`src/rtl/cpu_defs_pkg.sv`:
```
// Shared CPU definitions: opcodes, control-unit state encoding, IR field layout.
package cpu_defs_pkg;

  // Opcode values held in IR[31:27]
  localparam logic [4:0] OP_LD   = 5'b00000;
  localparam logic [4:0] OP_LDI  = 5'b00001;
  localparam logic [4:0] OP_ST   = 5'b00010;
  localparam logic [4:0] OP_ADD  = 5'b00011;
  localparam logic [4:0] OP_SUB  = 5'b00100;
  localparam logic [4:0] OP_SHR  = 5'b00101;
  localparam logic [4:0] OP_SHL  = 5'b00110;
  localparam logic [4:0] OP_ROR  = 5'b00111;
  localparam logic [4:0] OP_ROL  = 5'b01000;
  localparam logic [4:0] OP_AND  = 5'b01001;
  localparam logic [4:0] OP_OR   = 5'b01010;
  localparam logic [4:0] OP_ADDI = 5'b01011;
  localparam logic [4:0] OP_ANDI = 5'b01100;
  localparam logic [4:0] OP_ORI  = 5'b01101;
  localparam logic [4:0] OP_NOP  = 5'b11010;
  localparam logic [4:0] OP_HALT = 5'b11011;

  localparam logic [4:0] ALU_NONE = 5'b00000;

  // IR field bit positions
  localparam int OPC_MSB = 31;
  localparam int OPC_LSB = 27;
  localparam int RA_MSB  = 26;
  localparam int RA_LSB  = 23;
  localparam int RB_MSB  = 22;
  localparam int RB_LSB  = 19;
  localparam int RC_MSB  = 18;
  localparam int RC_LSB  = 15;

  // Sequencer states: RST=0, T0..T7=1..8, HALT=9
  typedef enum logic [3:0] {
    S_RST  = 4'd0,
    S_T0   = 4'd1,
    S_T1   = 4'd2,
    S_T2   = 4'd3,
    S_T3   = 4'd4,
    S_T4   = 4'd5,
    S_T5   = 4'd6,
    S_T6   = 4'd7,
    S_T7   = 4'd8,
    S_HALT = 4'd9
  } state_t;

  // One-hot instruction class produced by instr_decode
  typedef struct packed {
    logic rtype;
    logic imm;
    logic ldi;
    logic ld;
    logic st;
    logic nop;
    logic halt;
  } instr_class_t;

endpackage

```
`src/rtl/instr_decode.sv`:
```
// Combinational opcode decoder: one-hot instruction class plus the ALU op used in T4.
module instr_decode
  import cpu_defs_pkg::*;
(
  input  logic [4:0]   i_opcode,
  output instr_class_t o_class,
  output logic [4:0]   o_alu_op
);

  // Classify the opcode; unknown opcodes fall into the nop class
  always_comb begin
    o_class  = '0;
    o_alu_op = ALU_NONE;
    case (i_opcode)
      OP_ADD, OP_SUB, OP_SHR, OP_SHL, OP_ROR, OP_ROL, OP_AND, OP_OR: begin
        o_class.rtype = 1'b1;
        o_alu_op      = i_opcode;
      end
      OP_ADDI: begin
        o_class.imm = 1'b1;
        o_alu_op    = OP_ADD;
      end
      OP_ANDI: begin
        o_class.imm = 1'b1;
        o_alu_op    = OP_AND;
      end
      OP_ORI: begin
        o_class.imm = 1'b1;
        o_alu_op    = OP_OR;
      end
      // Address/immediate forms all compute Rb (or 0) + C
      OP_LDI: begin
        o_class.ldi = 1'b1;
        o_alu_op    = OP_ADD;
      end
      OP_LD: begin
        o_class.ld = 1'b1;
        o_alu_op   = OP_ADD;
      end
      OP_ST: begin
        o_class.st = 1'b1;
        o_alu_op   = OP_ADD;
      end
      OP_HALT: o_class.halt = 1'b1;
      default: o_class.nop  = 1'b1;
    endcase
  end

endmodule

```
`src/rtl/control_unit.sv`:
```
// Hardwired control sequencer: fetch T0-T2, execute T3-T7, register-transfer strobes.
module control_unit
  import cpu_defs_pkg::*;
(
  input  logic        Clock,
  input  logic        Reset,
  input  logic [31:0] IR,
  input  logic        Stop,
  output logic        PCout,
  output logic        Zlowout,
  output logic        MDRout,
  output logic        BAout,
  output logic        Cout,
  output logic        PCin,
  output logic        MARin,
  output logic        MDRin,
  output logic        IRin,
  output logic        Yin,
  output logic        Zin,
  output logic        Rin,
  output logic        Rout,
  output logic        Gra,
  output logic        Grb,
  output logic        Grc,
  output logic        IncPC,
  output logic        Read,
  output logic        Write,
  output logic [4:0]  ALU_op,
  output logic        Run,
  output logic [3:0]  o_state
);

  state_t       r_state;
  state_t       w_next;
  instr_class_t w_class;
  logic [4:0]   w_alu_op;
  logic         w_unused_ir;
  // After the final execute state: halt on Stop, otherwise fetch again
  state_t       w_done;

  // Register-select fields are consumed by the datapath, not here
  assign w_unused_ir = ^IR[RA_MSB:0];
  assign o_state     = r_state;
  assign w_done      = Stop ? S_HALT : S_T0;

  instr_decode u_decode (
    .i_opcode (IR[OPC_MSB:OPC_LSB]),
    .o_class  (w_class),
    .o_alu_op (w_alu_op)
  );

  // State register; Reset overrides every state including HALT
  always_ff @(posedge Clock) begin
    if (Reset) r_state <= S_RST;
    else       r_state <= w_next;
  end

  // Next-state and strobe decode from (state, opcode class)
  always_comb begin
    w_next  = r_state;
    PCout   = 1'b0;
    Zlowout = 1'b0;
    MDRout  = 1'b0;
    BAout   = 1'b0;
    Cout    = 1'b0;
    PCin    = 1'b0;
    MARin   = 1'b0;
    MDRin   = 1'b0;
    IRin    = 1'b0;
    Yin     = 1'b0;
    Zin     = 1'b0;
    Rin     = 1'b0;
    Rout    = 1'b0;
    Gra     = 1'b0;
    Grb     = 1'b0;
    Grc     = 1'b0;
    IncPC   = 1'b0;
    Read    = 1'b0;
    Write   = 1'b0;
    ALU_op  = ALU_NONE;
    Run     = (r_state != S_RST) && (r_state != S_HALT);
    case (r_state)
      S_RST: w_next = S_T0;
      S_T0: begin
        PCout = 1'b1; MARin = 1'b1; IncPC = 1'b1; Zin = 1'b1;
        w_next = S_T1;
      end
      S_T1: begin
        Zlowout = 1'b1; PCin = 1'b1; Read = 1'b1; MDRin = 1'b1;
        w_next = S_T2;
      end
      S_T2: begin
        MDRout = 1'b1; IRin = 1'b1;
        w_next = S_T3;
      end
      S_T3: begin
        if (w_class.halt)     w_next = S_HALT;
        else if (w_class.nop) w_next = w_done;
        else begin
          Grb = 1'b1; Yin = 1'b1;
          // Register-indexed forms read Rb; address forms use BAout (R0 reads as 0)
          if (w_class.rtype || w_class.imm) Rout  = 1'b1;
          else                              BAout = 1'b1;
          w_next = S_T4;
        end
      end
      S_T4: begin
        Zin    = 1'b1;
        ALU_op = w_alu_op;
        if (w_class.rtype) begin
          Grc = 1'b1; Rout = 1'b1;
        end else begin
          Cout = 1'b1;
        end
        w_next = S_T5;
      end
      S_T5: begin
        Zlowout = 1'b1;
        if (w_class.ld || w_class.st) begin
          MARin  = 1'b1;
          w_next = S_T6;
        end else begin
          Gra = 1'b1; Rin = 1'b1;
          w_next = w_done;
        end
      end
      S_T6: begin
        MDRin = 1'b1;
        // ld fetches from memory; st loads MDR from Ra over the bus
        if (w_class.st) begin
          Gra = 1'b1; Rout = 1'b1;
        end else begin
          Read = 1'b1;
        end
        w_next = S_T7;
      end
      S_T7: begin
        if (w_class.st) Write = 1'b1;
        else begin
          MDRout = 1'b1; Gra = 1'b1; Rin = 1'b1;
        end
        w_next = w_done;
      end
      S_HALT:  w_next = S_HALT;
      default: w_next = S_RST;
    endcase
  end

endmodule

```
`config.mk`:
```
export PLATFORM = sky130hd
export DESIGN_NAME = control_unit
export DESIGN_NICKNAME = d
export VERILOG_FILES = /design/src/rtl/cpu_defs_pkg.sv /design/src/rtl/instr_decode.sv /design/src/rtl/control_unit.sv
export SDC_FILE = /design/constraint.sdc
export NUM_CORES = 1
export LEC_CHECK = 0
export CORE_UTILIZATION = 33
export CTS_BUF_LIST = sky130_fd_sc_hd__clkbuf_8
export DETAILED_ROUTE_END_ITERATION = 6
export PLACE_DENSITY = 0.88
export SLEW_MARGIN = 15
export SYNTH_ARGS = -nofsm -noshare
export SYNTH_HDL_FRONTEND = slang
export SYNTH_SLANG_ARGS = --single-unit
```
`constraint.sdc`:
```
create_clock -name Clock -period 3 [get_ports Clock]
set_input_delay 0.6 -clock Clock [delete_from_list [all_inputs] [get_ports Clock]]
set_output_delay 0.6 -clock Clock [all_outputs]
set_load 0.01 [all_outputs]
```
==> out/metrics.yaml <==
run_status:
  status: "completed"
place:
  io_buffers: 35
  dp_hpwl_um: 1460
  gp_congestion: 0.808
  placedInstanceArea_mm2: 0.00107
min_path:
  whs_path_depth: 2
  worstHoldStart: "o_state[0]$_SDFF_PP0_"
  hold_class: "flip-flop to flip-flop"
  min_to: "o_state[1]$_SDFF_PP0_"
pwr:
  p_int_uw: 214
  clock_power_share_pct: 36.2
  power_switching_share_pct: 31.5
  pwr_density_cell_mw_per_mm2: 254
  seqPwrFrac_pct: 20.3
  peakVddDrop_uv: 129
  combPwrFrac_pct: 43.5
  p_leak_nw: 0.638
  power_switching_uw: 98.4
grt:
  grt_remaining_overflow: 0
  antenna_found_initial: 0
  grt_pass1_vias: 769
  grt_pass1_wl_um: 3370
  grt_max_degree: 16
  grt_util_all_layers_pct: 21.1
setup_path:
  r2r_slack_ns: 0.15
  worstSetupPathType: "input pin to primary output"
  endpoint_kind: "primary output"
  cp_max_fo: 3
  r2r_start: "o_state[2]$_SDFF_PP0_"
  cp.arrival_ns: 2.37
  start_kind: "input pin"
  required_ns: 2.40
  rr_worst_depth: 16
  r2r_end: "o_state[3]$_SDFF_PP0_"
logic_synthesis:
  netlist.area_leader.share_pct: 12.1
  synth.distinct_cells: 42
  ys_seq_area_share_pct: 12.1
  syn-mean-instance-area_um2: 7.10
  synth_edf_count: 0
  netlist_area_um2: 661
  ys_warn_count: 0
  synthArstFlopShare_pct: 0
  yosys.area.top_type: "dfxtp_1"
  synthFlopType: "dfxtp_1"
  synth_cells: 93
  synth_seq_cells: 4
  syn_nets: 128
  yosys-top-cells-area: "dfxtp_1 (12%), nor2_1 (6.8%), clkbuf_8 (6.3%), buf_6 (5.1%), nor3_1 (4.5%)"
die:
  die_w_um: 46.7
  die_h_um: 46.7
  initial_utilization_pct: 36.7
  core_mm2: 0.00180
  pin_count: 64
  dieArea_mm2: 0.00218
  num_rows: 15
timing:
  hold_slack_ns: 0.609
  final_hold_viol_count: 0
  final.setup_skew_ns: 0.00137
  setup_violations: 0
  finalCritPeriodShare_pct: 99.0
  post-route-min-period_ns: 2.97
  drv_slew: 0
  max_freq_mhz: 337
detailed_routing:
  vias_per_cell: 5.08
  ant_nets: 0
  wl_met1_um: 944
  wl_um: 2260
  route.met3.wl_um: 120
  top_layer: "met3"
  wire_per_inst_um: 12.8
  drt_iter0_drc: 20
  num_vias: 894
  wl_met2_um: 1200
  drc: 0
  drt-pass1-iter-count: 4
clocking:
  clock_sinks: 4
  cts_buffer_depth: 2
  cts.clk_slew.worst_paths_ns: 0.03
  htree_levels: 1
  cts_root_buf: "clkbuf_8"
  cts_buffers: 3
  postCtsHoldBufs: 0
  clk_latency_ns: 0.22
  cts_tree: "yes"
final_layout:
  fin_area_mm2: 0.00123
  drive_above_1_share_pct: 30.5
  largest_reg_flops: 4
  fin_nets: 188
  antenna_cells: 0
  finish.utilization_pct: 68.3
  area_growth_pct: 86.4
run:
  drv_cap: 0
[synth_stat cells, drive strengths merged, types with 2 or more instances]
| cell type | count |
|---|---|
| nor2 | 12 |
| nand2 | 8 |
| buf | 7 |
| nor3 | 7 |
| a21oi | 5 |
| and2 | 4 |
| clkbuf | 4 |
| dfxtp | 4 |
| nand2b | 4 |
| o21ai | 4 |
| nor2b | 3 |
| a211oi | 2 |
| a2bb2oi | 2 |
| inv | 2 |
| nor4 | 2 |
| or2 | 2 |
| xor2 | 2 |
[cell families after synthesis]
family                    count (synthesis)  share of synthesized area (%)
AOI/OAI and AO/OA                        21                           22.5
xor gates and xnor gates                  3                           3.98
buffers and inverters                    13                           17.2
DFF                                       4                           12.1
other                                     1                          0.568
and+or+nand+nor                          51                           43.6
[per-layer routing]
| layer | vias up | global-route usage [%] |
|---|---|---|
| met3 | 0 | 1.15 |
| li1 | 440 | - |
| met1 | 410 | 25.7 |
| met4 | 0 | 5.14 |
| met2 | 44 | 40.0 |
| met5 | - | 0 |
[cells in the final DEF, fill, tap and decap left out, types with 3 or more instances in the layout]
| master | count |
|---|---|
| buf_4 | 31 |
| clkdlybuf4s50_1 | 16 |
| dlygate4sd2_1 | 14 |
| nor2_1 | 11 |
| nand2_1 | 8 |
| nor3_1 | 6 |
| a21oi_1 | 5 |
| dlymetal6s2s_1 | 5 |
| nand2b_1 | 4 |
| and2_1 | 4 |
| o21ai_0 | 4 |
| dfxtp_1 | 4 |
| nor2b_1 | 3 |
| clkbuf_8 | 3 |
[what timing repair did]
item	in CTS	in global routing
endpoints found under the setup margin	15	6
resized for setup	17	7
pin swaps	2	3
buffers inserted	11	2
[final cells by class]
class | count | area (um2)
clock buffer | 3 | 41.3
fill | 150 | 571
inverter | 2 | 7.51
multi-input combinational | 76 | 493
sequential | 4 | 80.1
tap | 25 | 31.3
timing repair buffer | 66 | 578
[power by group through the flow]
stage          Clock [mW]  Sequential [mW]  Combinational, mW
6_report            0.113           0.0635              0.136
5_1_grt             0.120           0.0640              0.147
4_1_cts             0.114           0.0632              0.133
3_5_place_dp            0           0.0637              0.128
3_3_place_gp            0           0.0633              0.124
2_1_floorplan           0           0.0632             0.0738
[how the worst max path moves through the flow]
stage / from / end / slack (ns) / depth (start not counted)
after detailed placement: IR[30] / Gra / -0.21 / 6
after global routing: IR[28] / Write / -0.03 / 7
final: IR[28] / Gra / 0.03 / 8
after global placement: IR[31] / Gra / -0.19 / 6
after floorplan: IR[27] / Gra / 0.55 / 5
after CTS: IR[29] / Grb / -0.005 / 7
[stage by stage]
step	worst slack, ns	power, mW	instances	setup TNS (ns)
final	0.0299	0.312	176	0
after global routing	-0.0259	0.331	176	-0.0431
after CTS	-0.00500	0.310	174	-0.00500
after detailed placement	-0.212	0.191	160	-1.22
after global placement	-0.191	0.188	160	-0.868
after floorplan	0.550	0.137	93	0
[critical path, cell delays in order]
cell,delay (ns)
clkdlybuf4s50_1,0.48
or2b_4,0.28
nor4_4,0.17
buf_4,0.17
buf_4,0.11
nor3_2,0.04
or2_1,0.22
dlygate4sd2_1,0.29
No activity file was read; power rests on OpenSTA's default activity.
